--- src/rtl/complex_divider_if.sv ---
// complex_divider_if: operand/result bundle between a requester and complex_divider.
// Operands are signed W-bit components; quotient components are signed W+1 bits.
interface complex_divider_if #(
  parameter int unsigned W = 4
);
  logic                ie;
  logic signed [W-1:0] a_r;
  logic signed [W-1:0] a_i;
  logic signed [W-1:0] b_r;
  logic signed [W-1:0] b_i;
  logic signed [W:0]   q_r;
  logic signed [W:0]   q_i;
  logic                done;
  logic                busy;
  logic                dz;

  modport master (
    output ie, a_r, a_i, b_r, b_i,
    input  q_r, q_i, done, busy, dz
  );

  modport slave (
    input  ie, a_r, a_i, b_r, b_i,
    output q_r, q_i, done, busy, dz
  );
endinterface

--- src/rtl/complex_divider.sv ---
// complex_divider: sequential q = a*conj(b)/|b|^2 using one shared multiplier and one restoring divider.
// Define CDIV_ROUND_EN to round quotients to nearest (half away from zero) instead of truncating.
module complex_divider #(
  parameter int unsigned W = 4
) (
  input logic              clk,
  input logic              rst,
  complex_divider_if.slave bus
);
  localparam int unsigned N  = 2 * W + 1;
  localparam int unsigned PW = 2 * W;
  localparam int unsigned CW = $clog2(N);
  localparam logic [CW-1:0] LAST_MUL = CW'(5);
  localparam logic [CW-1:0] LAST_DIV = CW'(N - 1);

  typedef enum logic [2:0] {IDLE, MUL, DIV_R, DIV_I, DONE} state_e;

  state_e              state_q, state_d;
  logic [CW-1:0]       cnt_q, cnt_d;
  logic signed [W-1:0] ar_q, ar_d, ai_q, ai_d, br_q, br_d, bi_q, bi_d;
  logic [N-1:0]        den_q, den_d;
  logic signed [N-1:0] nr_q, nr_d, ni_q, ni_d;
  logic [N-1:0]        dvd_q, dvd_d;
  logic [N-1:0]        rem_q, rem_d;
  logic signed [W:0]   qr_res_q, qr_res_d, qi_res_q, qi_res_d;
  logic signed [W:0]   q_r_q, q_r_d, q_i_q, q_i_d;
  logic                done_q, done_d, busy_q, busy_d, dz_q, dz_d;

  logic signed [W-1:0]  mul_a, mul_b;
  logic signed [PW-1:0] prod;
  logic signed [N-1:0]  prod_x;
  logic [N:0]           shifted;
  logic                 ge;
  logic [N-1:0]         rem_nx, quo_nx, nr_abs, ni_abs;
  logic                 rnd_inc;

  // Apply optional rounding increment and the numerator sign to a quotient magnitude.
  function automatic logic signed [W:0] finish_q(input logic [N-1:0] mag, input logic inc,
                                                 input logic neg);
    logic [W:0] t;
    t = (W+1)'(mag + N'(inc));
    return $signed(neg ? -t : t);
  endfunction

  // Operand select for the shared multiplier, one partial product per MUL cycle.
  always_comb begin
    mul_a = br_q;
    mul_b = br_q;
    case (cnt_q)
      CW'(1): begin mul_a = bi_q; mul_b = bi_q; end
      CW'(2): begin mul_a = ar_q; mul_b = br_q; end
      CW'(3): begin mul_a = ai_q; mul_b = bi_q; end
      CW'(4): begin mul_a = ai_q; mul_b = br_q; end
      CW'(5): begin mul_a = ar_q; mul_b = bi_q; end
      default: ;
    endcase
  end

  assign prod   = $signed({{W{mul_a[W-1]}}, mul_a}) * $signed({{W{mul_b[W-1]}}, mul_b});
  assign prod_x = {prod[PW-1], prod};

  // One restoring-division step: shift in the next dividend bit, subtract den if it fits.
  assign shifted = {rem_q, dvd_q[N-1]};
  assign ge      = shifted >= {1'b0, den_q};
  assign rem_nx  = ge ? N'(shifted - {1'b0, den_q}) : shifted[N-1:0];
  assign quo_nx  = {dvd_q[N-2:0], ge};
  assign nr_abs  = nr_q[N-1] ? -nr_q : nr_q;
  assign ni_abs  = ni_q[N-1] ? -ni_q : ni_q;

`ifdef CDIV_ROUND_EN
  assign rnd_inc = {rem_nx, 1'b0} >= {1'b0, den_q};
`else
  assign rnd_inc = 1'b0;
`endif

  always_comb begin
    state_d  = state_q;
    cnt_d    = cnt_q;
    ar_d     = ar_q;
    ai_d     = ai_q;
    br_d     = br_q;
    bi_d     = bi_q;
    den_d    = den_q;
    nr_d     = nr_q;
    ni_d     = ni_q;
    dvd_d    = dvd_q;
    rem_d    = rem_q;
    qr_res_d = qr_res_q;
    qi_res_d = qi_res_q;
    q_r_d    = q_r_q;
    q_i_d    = q_i_q;
    dz_d     = dz_q;
    done_d   = 1'b0;
    busy_d   = (state_q != IDLE);
    case (state_q)
      // busy_q still covers the done cycle, so a request landing there is dropped.
      IDLE: begin
        if (bus.ie && !busy_q) begin
          ar_d    = bus.a_r;
          ai_d    = bus.a_i;
          br_d    = bus.b_r;
          bi_d    = bus.b_i;
          cnt_d   = '0;
          state_d = MUL;
        end
      end
      MUL: begin
        case (cnt_q)
          CW'(0):  den_d = prod_x;
          CW'(1):  den_d = den_q + prod_x;
          CW'(2):  nr_d  = prod_x;
          CW'(3):  nr_d  = nr_q + prod_x;
          CW'(4):  ni_d  = prod_x;
          default: ni_d  = ni_q - prod_x;
        endcase
        cnt_d = cnt_q + CW'(1);
        if (cnt_q == LAST_MUL) begin
          cnt_d   = '0;
          dvd_d   = nr_abs;
          rem_d   = '0;
          state_d = DIV_R;
        end
      end
      DIV_R: begin
        rem_d = rem_nx;
        dvd_d = quo_nx;
        cnt_d = cnt_q + CW'(1);
        if (cnt_q == LAST_DIV) begin
          qr_res_d = finish_q(quo_nx, rnd_inc, nr_q[N-1]);
          dvd_d    = ni_abs;
          rem_d    = '0;
          cnt_d    = '0;
          state_d  = DIV_I;
        end
      end
      DIV_I: begin
        rem_d = rem_nx;
        dvd_d = quo_nx;
        cnt_d = cnt_q + CW'(1);
        if (cnt_q == LAST_DIV) begin
          qi_res_d = finish_q(quo_nx, rnd_inc, ni_q[N-1]);
          cnt_d    = '0;
          state_d  = DONE;
        end
      end
      DONE: begin
        dz_d    = (den_q == '0);
        q_r_d   = dz_d ? '0 : qr_res_q;
        q_i_d   = dz_d ? '0 : qi_res_q;
        done_d  = 1'b1;
        state_d = IDLE;
      end
      default: state_d = IDLE;
    endcase
  end

  always_ff @(posedge clk) begin
    if (rst) begin
      state_q  <= IDLE;
      cnt_q    <= '0;
      ar_q     <= '0;
      ai_q     <= '0;
      br_q     <= '0;
      bi_q     <= '0;
      den_q    <= '0;
      nr_q     <= '0;
      ni_q     <= '0;
      dvd_q    <= '0;
      rem_q    <= '0;
      qr_res_q <= '0;
      qi_res_q <= '0;
      q_r_q    <= '0;
      q_i_q    <= '0;
      dz_q     <= 1'b0;
      done_q   <= 1'b0;
      busy_q   <= 1'b0;
    end else begin
      state_q  <= state_d;
      cnt_q    <= cnt_d;
      ar_q     <= ar_d;
      ai_q     <= ai_d;
      br_q     <= br_d;
      bi_q     <= bi_d;
      den_q    <= den_d;
      nr_q     <= nr_d;
      ni_q     <= ni_d;
      dvd_q    <= dvd_d;
      rem_q    <= rem_d;
      qr_res_q <= qr_res_d;
      qi_res_q <= qi_res_d;
      q_r_q    <= q_r_d;
      q_i_q    <= q_i_d;
      dz_q     <= dz_d;
      done_q   <= done_d;
      busy_q   <= busy_d;
    end
  end

  assign bus.q_r  = q_r_q;
  assign bus.q_i  = q_i_q;
  assign bus.dz   = dz_q;
  assign bus.done = done_q;
  assign bus.busy = busy_q;
endmodule

--- src/flat_wrapper.sv ---
// flat-port wrapper written by rule: the top's interface ports become plain ports
module complex_divider_flat 
#(
  parameter int unsigned W = 4
)
  (clk, rst, bus_ie, bus_a_r, bus_a_i, bus_b_r, bus_b_i, bus_q_r, bus_q_i, bus_done, bus_busy, bus_dz);
  complex_divider_if #(.W(W)) bus_i ();
  input logic clk;
  input logic rst;
  input wire logic [$bits(bus_i.ie)-1:0] bus_ie;
  input wire logic [$bits(bus_i.a_r)-1:0] bus_a_r;
  input wire logic [$bits(bus_i.a_i)-1:0] bus_a_i;
  input wire logic [$bits(bus_i.b_r)-1:0] bus_b_r;
  input wire logic [$bits(bus_i.b_i)-1:0] bus_b_i;
  output wire logic [$bits(bus_i.q_r)-1:0] bus_q_r;
  output wire logic [$bits(bus_i.q_i)-1:0] bus_q_i;
  output wire logic [$bits(bus_i.done)-1:0] bus_done;
  output wire logic [$bits(bus_i.busy)-1:0] bus_busy;
  output wire logic [$bits(bus_i.dz)-1:0] bus_dz;
  assign bus_i.ie = bus_ie;
  assign bus_i.a_r = bus_a_r;
  assign bus_i.a_i = bus_a_i;
  assign bus_i.b_r = bus_b_r;
  assign bus_i.b_i = bus_b_i;
  assign bus_q_r = bus_i.q_r;
  assign bus_q_i = bus_i.q_i;
  assign bus_done = bus_i.done;
  assign bus_busy = bus_i.busy;
  assign bus_dz = bus_i.dz;
  complex_divider #(.W(W)) u_core (.clk(clk), .rst(rst), .bus(bus_i));
endmodule
--- config.mk ---
export PLATFORM = sky130hd
export DESIGN_NAME = complex_divider_flat
export DESIGN_NICKNAME = d
export VERILOG_FILES = /design/src/rtl/complex_divider_if.sv /design/src/rtl/complex_divider.sv /design/src/flat_wrapper.sv
export SDC_FILE = /design/constraint.sdc
export NUM_CORES = 1
export LEC_CHECK = 0
export CAP_MARGIN = 20
export CORE_MARGIN = 8
export CORE_UTILIZATION = 50
export DETAILED_ROUTE_END_ITERATION = 6
export PLACE_DENSITY = 0.67
export SYNTH_ARGS = -nofsm -noshare
export SYNTH_HDL_FRONTEND = slang
export SYNTH_SLANG_ARGS = --single-unit
--- constraint.sdc ---
create_clock -name clk -period 8.9 [get_ports clk]
set_input_delay 0.89 -clock clk [delete_from_list [all_inputs] [get_ports clk]]
set_output_delay 0.89 -clock clk [all_outputs]
set_load 0.02 [all_outputs]
After elaboration in Yosys (flattened, before gate mapping)
Cells that the tools add are included. W data, S select, Z words.

Register bits: 91. Input bits: 19. Output and inout port bits: 13. Word-level logic and storage cells: 95.

$add $sub $neg: 8. $mul: 1. Order comparisons: 1. Eq/ne operators: 14. Multiplexer cells: 28. Bitwise operators: 1. Reduce and logical (&&, ||, !) cells: 24.

Operators with widths (number): $mux W9 (7); $pmux W9 S2 (3); $pmux W9 S3 (2); $pmux W4 S3 (2); $mux W5 (4); $neg A9 Y9 (2); $mux W4 (4); $reduce_and A2 Y1 (8); $mux W3 (4); $pmux W3 S4 (1); $ge A10 B9 Y1 (1); $add A9 B8 Y9 (1); $add A9 B9 Y9 (1); $logic_not A9 Y1 (1); $reduce_bool A3 Y1 (3); $sub A9 B8 Y9 (1); $sub A9 B9 Y9 (1); $eq A4 B2 Y1 const B (2); $eq A4 B3 Y1 const B (2); $mul A4 B4 Y8 (1); $ne A2 B1 Y1 const B (4); $eq A3 B2 Y1 const B (2); $reduce_or A2 Y1 (3); $neg A5 Y5 (1); 15 further kinds (16).

Depth between registers and ports, before layout
Depth in word-level cells: 6. Gate-level depth with buffers: 28.

Worst setup path before layout
OpenSTA, ideal clock, no wires.

Path type: reg-to-reg. From: register u_core.cnt_q[1]. To: register u_core.ni_q[8]. Data arrival time: 6.101 ns. Data required time: 8.781 ns. Slack: 2.681 ns. Cell stages (with the launch flop): 25. Buffers on the path: 1. Clock period less this slack: 6.219 ns. Cells stage by stage: dfxtp_1 > inv_1 > ha_1 > clkbuf_1 > a22oi_1 > nor2_1 > a31oi_1 > nor2_1 > a221oi_1 > nand2_1 > fa_1 > fa_1 > fa_1 > inv_1 > ha_1 > fa_1 > xnor2_1 > ha_1 > nor2b_1 > a311oi_1 > inv_1 > maj3_1 > mux2i_1 > a21oi_1 > o221a_2.

Word-level cells in the longest chain between the ends: 6.

Ends and longest elaborated chain: start, declared (RTL line complex_divider.sv:19) `logic [CW-1:0] cnt_q, cnt_d;`; start signal, assigned (RTL line complex_divider.sv:179) `cnt_q <= cnt_d;`; $eq A4 B2 Y1 (tied with other cells) (RTL line complex_divider.sv:49, complex_divider.sv:108); $reduce_or A2 Y1 (no line) / $reduce_or A3 Y1 (equally long branches); $pmux W4 S3 / $mux W4 (equally long branches) (RTL line complex_divider.sv:49) `case (cnt_q)`; $mul A4 B4 Y8 (RTL line complex_divider.sv:59) `assign prod = $signed({{W{mul_a[W-1]}}, mul_a}) * $signed({{W{mul_b[W-1]}}, mul_b});`; $sub A9 B8 Y9 (RTL line complex_divider.sv:114) `default: ni_d = ni_q - prod_x;`; $pmux W9 S2 (RTL line complex_divider.sv:108) `case (cnt_q)`; end signal, assigned (RTL line complex_divider.sv:186) `ni_q <= ni_d;`; end, declared (RTL line complex_divider.sv:22) `logic signed [N-1:0] nr_q, nr_d, ni_q, ni_d;`.

Parallel ways exist; a longest one is shown, timed or not. A chain may end at the register's enable or synchronous reset.

Worst setup path after layout
From: register u_core.cnt_q[0]. To: register u_core.nr_q[8].

Word-level cells in the longest chain between the ends: 6.

Ends and longest elaborated chain: $eq A4 B2 Y1 (tied with other cells) (RTL line complex_divider.sv:49, complex_divider.sv:108); $reduce_or A2 Y1 (no line) / $reduce_or A3 Y1 (equally long branches); $pmux W4 S3 / $mux W4 (equally long branches) (RTL line complex_divider.sv:49); $mul A4 B4 Y8 (RTL line complex_divider.sv:59); $add A9 B8 Y9 (RTL line complex_divider.sv:112) `CW'(3): nr_d = nr_q + prod_x;`; $pmux W9 S2 (RTL line complex_divider.sv:108); end signal, assigned (RTL line complex_divider.sv:185) `nr_q <= nr_d;`; end, declared (RTL line complex_divider.sv:22).

Parallel ways exist; a longest one is shown, timed or not.

==> run metrics <==
status=complete, no violations; Synth Flop Type=dfxtp_1; final worst-path setup slack=1610 ps; worst slack, placed=1700 ps; layout cell share with drive strength beyond 1=4.79%; NetSw=400 uW; Rel. slew slack=34.2%; Post-CTS Setup Inserts=0; Post-synth EDFFs=0; CTS tree=yes; clock power share=33.1%; final hold slack=458 ps; antenna violations before repair=0; Power Dens Cells=164 mW/mm^2; DR vias=5677; register area=0.00182 mm^2; Final period util=82.0%; unrepaired setup endpoints after global routing=false; Worst setup SP type=register; Async SR Flop Fraction=0%; max-cap viol count=0; commonest cells after routing, fill and taps aside=nor2_1 (104), dfxtp_1 (91), nand2_1 (81), a21oi_1 (75), ha_1 (51); ANT cells=0; internal power=755 uW; port buffer count=31; area of the die=0.0166 mm^2; commonest non-fill, non-tap cell in the layout=nor2_1; DRT Wirelength=15700 um; DP Area=0.00675 mm^2; Die H=129 um; clock slew seen by the registers of the worst setup and hold paths=70 ps; nets@finish=894; main combinational cell family by area after synthesis=compound AO/OA/AOI/OAI gates; Total GRT Usage=19.3%; Comb pwr share=29.0%; Mapped Nets=888; Hold WC Path Type=register to register; Synth Register Bits=91; register area share after synthesis=28.6%; Worst setup EP type=register; Synth Warn #=0; io pins=32; xor-xnor portion of the synthesized cell area=6.03%; pin count of the biggest net entering global routing=88; fin. max-slew vios=0; Clock Sinks=91; initial core utilization=50.9%; # setup viols final=0; static leakage power=2.77 nW; Final Hold Fails=0; Pwr Total=1.15 mW; Max FO, Critical Path=15; CTS Buf Count=9; VDD IR max=0.0935 mV; Worst Skew=7.95 ps; Worst-Skew Late Latency=350 ps; Area Growth Syn to Fin=10.7%; Worst EP arrival=7590 ps; Seq pwr share=37.9%; fillcell total=1173; vias in the first global route=5264; DR iter-0 viols=485; grt ovf=0; Mapped Area=0.00637 mm^2; Layout Cells excl Fill=987; global-route wire length before repair=25900 um; CTS Hold Bufs=0; Cells after DPL=970; Multi-input gate area=0.00421 mm^2; simple-gate share of the synthesized area=19.8%; CTS Root Cell=clkbuf_16; total core area=0.0125 mm^2; DRC Markers=0; CTS Buffer Depth=2; antenna-violating nets left=0; Core Rows=41; Core Util, Final=56.3%; H-tree depth=3; multiplexer share of the synthesized area=2.32%; Via density=5.75; TritonRoute pass-1 iters=5; number of gates resized after cts=0; synthesized area per cell=7.92 um^2; min Tclk post-route=7290 ps; Data required, critical path=9190 ps; FMAX=137 MHz; Compound-Gate Fraction of Synth Area=23.1%; routability cong.=0.926; CP Class=register to register; Worst Tran Pin Value=981 ps; routed len/inst=15.9 um; fraction of the mapped netlist area in adder cells=14.7%; Synth cell types=62; Sw Ratio=34.6%; Setup TNS=0 ps; final instance area=0.00705 mm^2; Post-Syn Instances=804; hpwl dp=11800 um; Die Span X=129 um
## worst max-delay path, cell delays in order, from the launching register on
cell	delay (ps)
dfxtp_1	430
ha_1	480
nor4_1	140
or3_1	440
a221oi_1	740
nand2_1	180
fa_1	600
fa_1	440
fa_1	510
inv_1	40
ha_1	210
fa_1	400
a21o_1	190
a21oi_1	190
xnor2_1	190
xor2_2	530
inv_2	160
ha_1	250
o41ai_1	620
and4_1	290
a41oi_1	50
nand3_1	140
## layer usage
metal | up-vias | GRT usage [%] | part of all wire (%)
met3 | 26 | 1.94 | 3.9
met4 | 0 | 7.05 | 2.0
met2 | 131 | 31.8 | 47
met5 | - | 0 | 0
li1 | 2871 | - | -
met1 | 2649 | 25.5 | 48
## kinds of logic (layout without fill, tap and decap cells)
logic type / after synthesis / in the layout
fa+ha+maj: 67 / 67
mux: 13 / 13
xor+xnor: 43 / 43
compound gates: 226 / 226
flops: 91 / 91
simple gates: 277 / 277
buf+inv: 87 / 98
## worst paths after layout
kind,start,to,slack [ps],depth (start not counted)
setup reg to reg,u_core.cnt_q[0]$_SDFFE_PP0P_,u_core.nr_q[8]$_SDFFE_PP0P_,1610,21
setup / recovery,u_core.cnt_q[0]$_SDFFE_PP0P_,u_core.nr_q[8]$_SDFFE_PP0P_,1610,21
hold / removal,u_core.ai_q[3]$_SDFFE_PP0P_,u_core.ai_q[3]$_SDFFE_PP0P_,460,2
hold reg to reg,u_core.ai_q[3]$_SDFFE_PP0P_,u_core.ai_q[3]$_SDFFE_PP0P_,460,2
## final cells by class
type	instances	area share, %
Sequential cell	91	25.8
Clock buffer	9	3.19
Tap cell	172	3.05
Multi-Input combinational cell	626	59.7
Timing Repair Buffer	36	4.86
Inverter	46	2.45
Clock inverter	7	0.940
## flip-flops by register name, indices dropped and copies added (netlist names), 4 cells and up
signal	flops
u_core.qi_res_q	5
u_core.qr_res_q	5
u_core.cnt_q	4
u_core.ai_q	4
u_core.bus.q_r	5
u_core.nr_q	9
u_core.ar_q	4
u_core.bus.q_i	5
u_core.br_q	4
u_core.den_q	9
u_core.bi_q	4
u_core.rem_q	9
u_core.ni_q	9
u_core.dvd_q	9
## synthesized netlist by cell type (8+ instances only)
cell type	count	area (um^2)
nand2_1	81	304
xnor2_1	25	219
xor2_1	17	149
fa_1	14	280
nor4_1	8	50.1
nor2b_1	12	75.1
a21o_1	11	82.6
o21ai_0	27	135
a22oi_1	15	113
dfxtp_1	91	1820
ha_1	51	638
nor3_1	19	95.1
nor2_1	104	390
inv_1	45	169
o31ai_1	8	60.1
mux2i_1	11	110
or2_2	8	50.1
a211oi_1	33	248
clkbuf_1	32	120
a21oi_1	75	375
## power by group through the flow
| stage | registers (mW) | clock network, mW | logic, mW |
|---|---|---|---|
| floorplan | 0.439 | 0 | 0.264 |
| global placement | 0.446 | 0 | 0.324 |
| detailed placement | 0.446 | 0 | 0.331 |
| CTS | 0.437 | 0.389 | 0.334 |
| global route | 0.439 | 0.408 | 0.379 |
| finish | 0.437 | 0.382 | 0.335 |
(Power assumes the default switching activity.)
